### src/rtl/riscv_enc_pkg.sv
// Shared constants, request record and immediate-range helper for the RV32I encoder.
package riscv_enc_pkg;

    localparam logic [2:0] FMT_R = 3'd0;
    localparam logic [2:0] FMT_I = 3'd1;
    localparam logic [2:0] FMT_S = 3'd2;
    localparam logic [2:0] FMT_B = 3'd3;
    localparam logic [2:0] FMT_U = 3'd4;
    localparam logic [2:0] FMT_J = 3'd5;

    localparam logic [6:0] OP_LUI    = 7'h37;
    localparam logic [6:0] OP_AUIPC  = 7'h17;
    localparam logic [6:0] OP_JAL    = 7'h6F;
    localparam logic [6:0] OP_JALR   = 7'h67;
    localparam logic [6:0] OP_BRANCH = 7'h63;
    localparam logic [6:0] OP_LOAD   = 7'h03;
    localparam logic [6:0] OP_STORE  = 7'h23;
    localparam logic [6:0] OP_IMM    = 7'h13;
    localparam logic [6:0] OP_REG    = 7'h33;

    typedef struct packed {
        logic [2:0]  fmt;
        logic [6:0]  opcode;
        logic [4:0]  rd;
        logic [4:0]  rs1;
        logic [4:0]  rs2;
        logic [2:0]  funct3;
        logic [6:0]  funct7;
        logic [31:0] imm;
    } enc_req_t;

    // True when imm[31:lsb] is a pure sign extension (all ones or all zeros).
    function automatic logic upper_uniform(input logic [31:0] imm, input int unsigned lsb);
        logic [31:0] mask_s;
        mask_s = 32'hFFFF_FFFF << lsb;
        return ((imm & mask_s) == mask_s) || ((imm & mask_s) == 32'h0000_0000);
    endfunction

endpackage

### src/rtl/riscv_imm_pack.sv
// Combinational RV32I field packer with immediate range check.
// Checks are present only when RISCV_ENC_RANGE_CHECK_EN is defined.
module riscv_imm_pack
    import riscv_enc_pkg::*;
(
    input  logic [2:0]  fmt,
    input  logic [6:0]  opcode,
    input  logic [4:0]  rd,
    input  logic [4:0]  rs1,
    input  logic [4:0]  rs2,
    input  logic [2:0]  funct3,
    input  logic [6:0]  funct7,
    input  logic [31:0] imm,
    output logic [31:0] word,
    output logic        err
);

    // Scramble the immediate into the bit positions of the selected format.
    always_comb begin
        word = {funct7, rs2, rs1, funct3, rd, opcode};
        case (fmt)
            FMT_R:   word = {funct7, rs2, rs1, funct3, rd, opcode};
            FMT_I:   word = {imm[11:0], rs1, funct3, rd, opcode};
            FMT_S:   word = {imm[11:5], rs2, rs1, funct3, imm[4:0], opcode};
            FMT_B:   word = {imm[12], imm[10:5], rs2, rs1, funct3, imm[4:1], imm[11], opcode};
            FMT_U:   word = {imm[31:12], rd, opcode};
            FMT_J:   word = {imm[20], imm[10:1], imm[11], imm[19:12], rd, opcode};
            default: word = {funct7, rs2, rs1, funct3, rd, opcode};
        endcase
    end

`ifdef RISCV_ENC_RANGE_CHECK_EN
    // Flag immediates that do not fit their field, and unknown formats.
    always_comb begin
        err = 1'b0;
        case (fmt)
            FMT_R:        err = 1'b0;
            FMT_I, FMT_S: err = !upper_uniform(imm, 32'd11);
            FMT_B:        err = !upper_uniform(imm, 32'd12) || imm[0];
            FMT_J:        err = !upper_uniform(imm, 32'd20) || imm[0];
            FMT_U:        err = (imm[11:0] != 12'h000);
            default:      err = 1'b1;
        endcase
    end
`else
    assign err = 1'b0;
    logic unused_imm_s;
    assign unused_imm_s = imm[0];
`endif

endmodule

### src/rtl/riscv_encoder.sv
// Two-stage streaming RV32I encoder: S1 input register, S2 output register with address tag.
// Optional range/format checking and error counting via RISCV_ENC_RANGE_CHECK_EN.
module riscv_encoder
    import riscv_enc_pkg::*;
#(
    parameter int                ADDR_W      = 32,
    parameter logic [ADDR_W-1:0] BASE_ADDR   = {ADDR_W{1'b0}},
    parameter int                DEPTH_WORDS = 1024
) (
    input  logic              clk,
    input  logic              rst_n,
    input  logic              clr,
    input  logic              in_valid,
    output logic              in_ready,
    input  logic [2:0]        in_fmt,
    input  logic [6:0]        in_opcode,
    input  logic [4:0]        in_rd,
    input  logic [4:0]        in_rs1,
    input  logic [4:0]        in_rs2,
    input  logic [2:0]        in_funct3,
    input  logic [6:0]        in_funct7,
    input  logic [31:0]       in_imm,
    output logic              out_valid,
    input  logic              out_ready,
    output logic [31:0]       out_data,
    output logic [ADDR_W-1:0] out_addr,
    output logic              err_sticky,
    output logic [7:0]        err_count
);

    localparam logic [ADDR_W-1:0] LAST_ADDR = BASE_ADDR + ADDR_W'((DEPTH_WORDS - 32'sd1) * 32'sd4);
    localparam logic [ADDR_W-1:0] ADDR_STEP = ADDR_W'(32'd4);

    logic              s1_valid_r;
    enc_req_t          s1_req_r;
    logic [ADDR_W-1:0] next_addr_r;
    logic [31:0]       pack_word_s;
    logic              pack_err_s;
    logic              s2_free_s;
    logic              s1_moves_s;
    logic              s2_load_s;
    logic              in_fire_s;

    riscv_imm_pack u_pack (
        .fmt    (s1_req_r.fmt),
        .opcode (s1_req_r.opcode),
        .rd     (s1_req_r.rd),
        .rs1    (s1_req_r.rs1),
        .rs2    (s1_req_r.rs2),
        .funct3 (s1_req_r.funct3),
        .funct7 (s1_req_r.funct7),
        .imm    (s1_req_r.imm),
        .word   (pack_word_s),
        .err    (pack_err_s)
    );

    // An errored S1 entry leaves without needing S2, so it never stalls on backpressure.
    assign s2_free_s  = !out_valid || out_ready;
    assign s1_moves_s = s1_valid_r && (s2_free_s || pack_err_s);
    assign s2_load_s  = s1_valid_r && !pack_err_s && s2_free_s;
    assign in_ready   = !clr && (!s1_valid_r || s1_moves_s);
    assign in_fire_s  = in_valid && in_ready;

    // S1 input register.
    always_ff @(posedge clk or negedge rst_n) begin
        if (!rst_n) begin
            s1_valid_r <= 1'b0;
            s1_req_r   <= {$bits(enc_req_t){1'b0}};
        end else if (clr) begin
            s1_valid_r <= 1'b0;
        end else if (in_fire_s) begin
            s1_valid_r <= 1'b1;
            s1_req_r   <= '{fmt: in_fmt, opcode: in_opcode, rd: in_rd, rs1: in_rs1, rs2: in_rs2,
                            funct3: in_funct3, funct7: in_funct7, imm: in_imm};
        end else if (s1_moves_s) begin
            s1_valid_r <= 1'b0;
        end
    end

    // S2 output register and wrapping word-address counter.
    always_ff @(posedge clk or negedge rst_n) begin
        if (!rst_n) begin
            out_valid   <= 1'b0;
            out_data    <= 32'h0000_0000;
            out_addr    <= BASE_ADDR;
            next_addr_r <= BASE_ADDR;
        end else if (clr) begin
            out_valid   <= 1'b0;
            next_addr_r <= BASE_ADDR;
        end else if (s2_load_s) begin
            out_valid   <= 1'b1;
            out_data    <= pack_word_s;
            out_addr    <= next_addr_r;
            next_addr_r <= (next_addr_r == LAST_ADDR) ? BASE_ADDR : next_addr_r + ADDR_STEP;
        end else if (out_ready) begin
            out_valid   <= 1'b0;
        end
    end

`ifdef RISCV_ENC_RANGE_CHECK_EN
    // Sticky error flag and saturating drop counter.
    always_ff @(posedge clk or negedge rst_n) begin
        if (!rst_n) begin
            err_sticky <= 1'b0;
            err_count  <= 8'h00;
        end else if (clr) begin
            err_sticky <= 1'b0;
            err_count  <= 8'h00;
        end else if (s1_valid_r && pack_err_s) begin
            err_sticky <= 1'b1;
            if (err_count != 8'hFF) begin
                err_count <= err_count + 8'h01;
            end
        end
    end
`else
    assign err_sticky = 1'b0;
    assign err_count  = 8'h00;
`endif

endmodule
### config.mk
export PLATFORM = sky130hd
export DESIGN_NAME = riscv_encoder
export DESIGN_NICKNAME = d
export VERILOG_FILES = /design/src/rtl/riscv_enc_pkg.sv /design/src/rtl/riscv_imm_pack.sv /design/src/rtl/riscv_encoder.sv
export SDC_FILE = /design/constraint.sdc
export NUM_CORES = 1
export LEC_CHECK = 0
export BUFFER_PORTS_ARGS = -buffer_cell sky130_fd_sc_hd__buf_2
export CAP_MARGIN = 40
export CORE_UTILIZATION = 37
export DETAILED_ROUTE_END_ITERATION = 10
export SLEW_MARGIN = 20
export SYNTH_ARGS = -nofsm -noshare
export SYNTH_HDL_FRONTEND = slang
export SYNTH_SLANG_ARGS = --single-unit
### constraint.sdc
create_clock -name clk -period 3.1 [get_ports clk]
set_clock_uncertainty 0.2 [all_clocks]
set_input_delay 0.62 -clock clk [delete_from_list [all_inputs] [get_ports clk]]
set_output_delay 0.62 -clock clk [all_outputs]
set_load 0.005 [all_outputs]
==> flow_metrics.py, run 1 <==
metrics = {
    "sta": {
        "fin_crit_ns": 2.686,
        "drv_slew": 0,
        "timing.fmax_mhz": 372.3,
        "worstMarginPinSlew_ns": 0.7112,
        "finalSetupTns_ns": 0,
        "rsz0062_at_grt": "false",
        "slew_headroom_pct": 52.59,
        "min_period_over_period_pct": 86.65,
        "finalSetupViolCount": 0,
        "finalHoldViolCount": 0,
    },
    "placement": {
        "postPlaceCellArea_mm2": 0.008040,
        "place_inst": 1031,
        "hpwl_mm": 11.26,
        "gpl.final_weighted_congestion": 0.8411,
        "port_buffers": 135,
    },
    "critical_path": {
        "slowest_delay_ns": 0.50,
        "critical_path_class": "register to register",
        "slowest_stage": "or4_1",
        "cp-start-kind": "register",
        "crit_top_cell": "or4_1",
        "critPathCaptureType": "register",
        "crit_path_max_fanout": 18,
        "cp_num_buf_inv": 1,
        "worst_ep_required_time_ns": 3.18,
        "ff2ff_path_depth": 6,
        "reg2reg_to": "next_addr_r[17]",
        "path_delay_family": "simple AND/OR/NAND/NOR gates",
        "r2r_slack_ns": 0.41,
        "path_cells": "or4_1 > or4_1 > o31a_1 > buf_4 > nand3_1 > o311ai_0",
        "cp.arrival_ns": 2.76,
        "r2r-start": "next_addr_r[12]",
    },
    "synth": {
        "synth-simple-area-share_pct": 16.30,
        "synth-xor-area-share_pct": 0,
        "synth.area.top_cells": "dfrtp_1 57%, mux2_2 11%, nand2_1 7.5%",
        "synth_largest_area_cell": "dfrtp_1",
        "ys_types": 42,
        "synth_compound_area_share_pct": 10.54,
        "syn_inst": 691,
        "synth_top_family_by_area": "simple AND/OR/NAND/NOR gates",
        "synthAdderAreaFrac_pct": 0.3513,
        "synth_top_area_share_pct": 56.56,
        "synth.cell_area_mm2": 0.007123,
        "synthMuxAreaShare_pct": 11.86,
        "syn_avg_cell_area_um2": 10.31,
        "synth_edf_count": 0,
        "synth_most_common_cell": "dfrtp_1",
        "ys_seq_elements": 161,
        "yosysSeqAreaShare_pct": 56.56,
        "synthTopCellsByCount": "161 x dfrtp_1, 143 x nand2_1, 67 x mux2_2",
        "synth_async_sr_flop_share_pct": 100.0,
        "synth_warnings": 0,
        "synth-main-ff-cell": "dfrtp_1",
    },
    "floorplan": {
        "fp.dieH_um": 140.8,
        "core_area_mm2": 0.01877,
        "initial_utilization_pct": 37.95,
        "die_w_um": 140.8,
        "row_count": 50,
        "die_area_mm2": 0.01981,
        "io_pins": 147,
    },
    "routing": {
        "top_layer": "met5",
        "route.met2.wl_mm": 7.744,
        "ant_nets": 0,
        "drt_pass1_iterations": 4,
        "wl_met1_mm": 7.592,
        "drc": 0,
        "via_per_inst": 5.015,
        "wl_mm": 16.57,
        "via_count": 5341,
        "route.met3.wl_mm": 1.037,
        "drt_iter0_markers": 283,
        "wl_per_cell_um": 15.55,
    },
    "cts": {
        "cts_htree_levels": 4,
        "cts_sinks": 161,
        "cts_root_buf": "clkbuf_16",
        "clock_latency_ns": 0.42,
        "cts_setup_buffers": 0,
        "cts_tree": "yes",
        "numCtsBuffers": 17,
        "cts.clk_slew.worst_paths_ns": 0.07,
        "post_cts_resized": 0,
        "cts_buffer_depth": 2,
        "hold_buffers": 1,
    },
    "pwr": {
        "powerDensity_mw_per_mm2": 632.4,
        "peakVddDrop_uv": 396.9,
        "p_leak_nw": 4.112,
        "total_power_mw": 5.495,
    },
    "hold_path": {
        "hp-start": "in_imm[25]",
        "holdPathStages": 2,
        "hold_class": "primary input to register",
        "hold_end": "s1_req_r[25]",
    },
    "final_layout": {
        "nNetsFinal": 891,
        "design_area_mm2": 0.008688,
        "area_delta_synth_final_pct": 21.97,
        "utilization_pct": 46.29,
        "nFillCells": 1801,
        "fin_cells": 1065,
        "drive_gt1_share_pct": 30.48,
    },
    "run_status": {
        "outcome": "finished clean",
    },
    "global_routing": {
        "grt_pass1_vias": 5315,
        "grt_max_degree": 68,
        "gr-total-overflow": 0,
        "grt.total_usage_pct": 17.93,
        "antenna_found_initial": 2,
        "grt_pass1_wl_mm": 27.88,
    },
    "job": {
        "maxCapViolCount": 0,
    },
}
-- report_power, final --
group / total [mW] / internal, mW / switching [mW]
logic: 0.729 / 0.366 / 0.363
registers: 2.52 / 2.35 / 0.171
clock network: 2.24 / 1.32 / 0.924
-- cell type report --
| class | count | area, um2 | share of cell area (%) |
|---|---|---|---|
| clock inverters | 14 | 196.4 | 2.261 |
| multi-input cells | 471 | 2834 | 32.62 |
| diodes | 1 | 2.502 | 0.02880 |
| clock buffers | 18 | 439.2 | 5.055 |
| repair buffers | 150 | 834.6 | 9.605 |
| well taps | 234 | 292.8 | 3.370 |
| flip-flops and latches | 161 | 4029 | 46.37 |
| inverters | 16 | 60.06 | 0.6912 |
-- worst max-delay path by stage --
stage | startpoint | end | depth (start not counted)
2_1_floorplan | next_addr_r[12] | next_addr_r[3] | 6
3_3_place_gp | next_addr_r[12] | next_addr_r[21] | 6
3_5_place_dp | next_addr_r[12] | next_addr_r[17] | 6
4_1_cts | next_addr_r[12] | next_addr_r[17] | 6
5_1_grt | next_addr_r[12] | next_addr_r[27] | 6
6_report | next_addr_r[12] | next_addr_r[17] | 6
-- logic make-up (layout without fill, tap and decap cells) --
family | count (synthesis) | after routing
compound gates | 128 | 128
mux | 76 | 76
simple gates | 254 | 254
flops | 161 | 161
other cells | 1 | 12
fa+ha+maj | 2 | 2
buf+inv | 69 | 198
-- metal layers --
layer / track usage (%) / vias up
met2: 28.67 / 116
met3: 6.114 / 16
met4: 5.092 / 2
met1: 23.08 / 2550
met5: 0 / -
li1: - / 2657
-- stage by stage --
step | hold WS, ns | setup WS, ns
after floorplan | 0.1244 | 0.6585
after global placement | 0.2433 | 0.4768
after detailed placement | 0.2497 | 0.4415
after CTS | 0.1972 | 0.4360
after global routing | 0.2014 | 0.2409
final | 0.2215 | 0.4139
-- flip-flops by register name, indices dropped and copies added, names as in the netlist --
register and cells:
s1_valid_r 1, out_addr 30, out_valid 1, next_addr_r 30
out_data 32, s1_req_r 67
-- worst register-to-register path, stage by stage (launching register included) --
cell and delay (ns):
dfrtp_1 0.45, or4_1 0.50, or4_1 0.42, o31a_1 0.47, buf_4 0.28, nand3_1 0.10
o311ai_0 0.12
-- cells in the final DEF (no fill, tap or decap), types with 4 or more instances in the layout --
cell type / n
dfrtp_1: 161
nand2_1: 142
buf_2: 134
mux2_2: 67
o21ai_0: 58
nand3_1: 29
a21oi_1: 26
nor2_1: 20
clkbuf_16: 17
inv_1: 16
or3_1: 16
conb_1: 11
buf_4: 11
a31oi_1: 10
nand4_1: 10
mux2i_1: 9
nor2b_1: 8
o221ai_1: 7
o22ai_1: 6
nor3_1: 5
or4_1: 5
inv_6: 5
nand2b_1: 4
a221oi_1: 4
and3_1: 4
clkinv_4: 4
(Power assumes the default switching activity.)
==> inputs of run 2 (changes only) <==
- CORE_UTILIZATION: 37 -> 45
- PLACE_DENSITY: default -> 0.73
==> flow_metrics.py, run 2 (same netlist as run 1, synthesis figures left out) <==
metrics = {
    "sta": {
        "finalHoldViolCount": 0,
        "fin_crit_ns": 2.547,
        "min_period_over_period_pct": 82.15,
        "slew_headroom_pct": 50.12,
        "finalSetupTns_ns": 0,
        "rsz0062_at_grt": "false",
        "finalSetupViolCount": 0,
        "worstMarginPinSlew_ns": 0.7483,
        "timing.fmax_mhz": 392.7,
        "fin_ws_ns": 0.5532,
        "drv_slew": 0,
    },
    "routing": {
        "via_per_inst": 5.260,
        "drt_pass1_iterations": 5,
        "ant_nets": 0,
        "wl_per_cell_um": 15.20,
        "via_count": 5491,
        "drc": 0,
        "wl_mm": 15.87,
        "drt_iter0_markers": 369,
    },
    "job": {
        "maxCapViolCount": 0,
    },
    "critical_path": {
        "cp-start-kind": "register",
        "crit_path_max_fanout": 20,
        "path_cells": "or4_1 > or4_1 > o31a_1 > buf_4 > a21o_1 > a21o_1",
        "worst_ep_required_time_ns": 3.21,
        "cp.arrival_ns": 2.66,
        "slowest_stage": "or4_1",
        "slowest_delay_ns": 0.50,
        "critPathCaptureType": "register",
        "critical_path_class": "register to register",
    },
    "final_layout": {
        "largest_reg_flops": 67,
        "multiInputGateArea_mm2": 0.002834,
        "utilization_pct": 56.65,
        "area.sequential_mm2": 0.004029,
        "layout_commonest_cell": "dfrtp_1",
        "regMostFlops": "s1_req_r",
        "reg_top3": "s1_req_r: 67 flops, out_data: 32 flops",
        "drive_gt1_share_pct": 30.53,
        "fin_cells": 1044,
        "design_area_mm2": 0.008676,
        "mostFrequentLayoutCells": "161 x dfrtp_1, 142 x nand2_1, 134 x buf_2",
        "area_delta_synth_final_pct": 21.80,
        "nNetsFinal": 893,
        "nFillCells": 1367,
    },
    "placement": {
        "gpl.final_weighted_congestion": 0.8270,
        "postPlaceCellArea_mm2": 0.008026,
        "place_inst": 1010,
        "pre_cts_ws_ns": 0.5663,
        "hpwl_mm": 10.71,
        "port_buffers": 135,
    },
    "cts": {
        "cts_sinks": 161,
        "cts_tree": "yes",
        "clock_latency_ns": 0.42,
        "numCtsBuffers": 17,
        "cts.clk_slew.worst_paths_ns": 0.06,
        "cts_htree_levels": 4,
        "cts_root_buf": "clkbuf_16",
        "post_cts_resized": 0,
        "cts_buffer_depth": 2,
        "cts_setup_buffers": 0,
    },
    "global_routing": {
        "grt.total_usage_pct": 20.80,
        "grt_pass1_vias": 5262,
        "grt_pass1_wl_mm": 26.46,
        "grt_max_degree": 58,
        "antenna_found_initial": 0,
        "gr-total-overflow": 0,
    },
    "floorplan": {
        "fp.dieH_um": 127.8,
        "initial_utilization_pct": 46.51,
        "row_count": 45,
        "io_pins": 147,
        "core_area_mm2": 0.01531,
        "die_area_mm2": 0.01634,
        "die_w_um": 127.8,
    },
    "pwr": {
        "p_comb_share_pct": 13.2,
        "internal-power_mw": 4.115,
        "powerDensity_mw_per_mm2": 634.1,
        "p_sw_mw": 1.386,
        "peakVddDrop_uv": 364.2,
        "switching_share_pct": 25.20,
        "p_leak_nw": 4.118,
        "p_seq_share_pct": 46.0,
        "clkPwrFrac_pct": 40.8,
    },
    "hold_path": {
        "hold_class": "primary input to register",
    },
    "run_status": {
        "outcome": "finished clean",
    },
}
-- run 2: cell count changes in the layout (fill, tap and decap cells not counted), sizes merged --
cell	change
clkbuf	+2
inv	-4
clkinv	-1
buf	+2
clkinvlp	+2
bufinv	+1
-- run 2: path summary, 6_finish.rpt --
kind                                 startpoint              to  slack [ns]  cells after the start
worst max-delay path            next_addr_r[12]  next_addr_r[5]        0.55                      6
worst min register to register     s1_req_r[61]     out_data[4]        0.26                      2
worst max register to register  next_addr_r[12]  next_addr_r[5]        0.55                      6
max in group asynchronous                 rst_n    s1_req_r[59]        1.45                      3
worst min-delay path                  in_imm[3]     s1_req_r[3]        0.22                      2
min in group asynchronous                 rst_n    out_addr[24]        0.54                      2
-- run 2: what timing repair did --
item / CTS / global route
hold buffers: 1 / 0
hold endpoints to repair: 54 / 0
setup endpoints to repair: 0 / 0
-- run 2: power by group through the flow --
stage / clock (mW) / combinational (mW) / sequential (mW)
after floorplan: 0 / 0.444 / 2.52
after global placement: 0 / 0.710 / 2.56
after detailed placement: 0 / 0.732 / 2.57
after CTS: 2.29 / 0.736 / 2.53
after global routing: 2.38 / 0.822 / 2.57
final: 2.24 / 0.724 / 2.53
-- run 2: metrics by stage --
stage          hold slack (ns)  power [mW]
2_1_floorplan           0.1244       2.963
3_3_place_gp            0.2398       3.266
3_5_place_dp            0.2450       3.297
4_1_cts                 0.2055       5.560
5_1_grt                 0.2084       5.769
6_report                0.2227       5.501
-- run 2: routing by layer --
layer	global-route usage [%]	part of all wire, %	vias up
met1	28.64	46	2645
met3	5.259	6.0	23
met2	31.43	46	169
li1	-	-	2654
met5	0	0	-
met4	8.512	1.9	0
-- run 2: critical path, delay by kind of cell, from the launching register on --
family	cells	cell delay (ns)
compound gates	3	0.66
flops	1	0.44
simple gates	2	0.93
buf+inv	1	0.22
-- run 2: layout make-up --
cell class / count / area share (%)
Tap cell: 211 / 3.043
Clock inverter: 12 / 2.077
Antenna cell: 1 / 0.02884
Inverter: 16 / 0.6922
Sequential cell: 161 / 46.44
Multi-Input combinational cell: 471 / 32.67
Clock buffer: 20 / 5.264
Timing Repair Buffer: 152 / 9.792
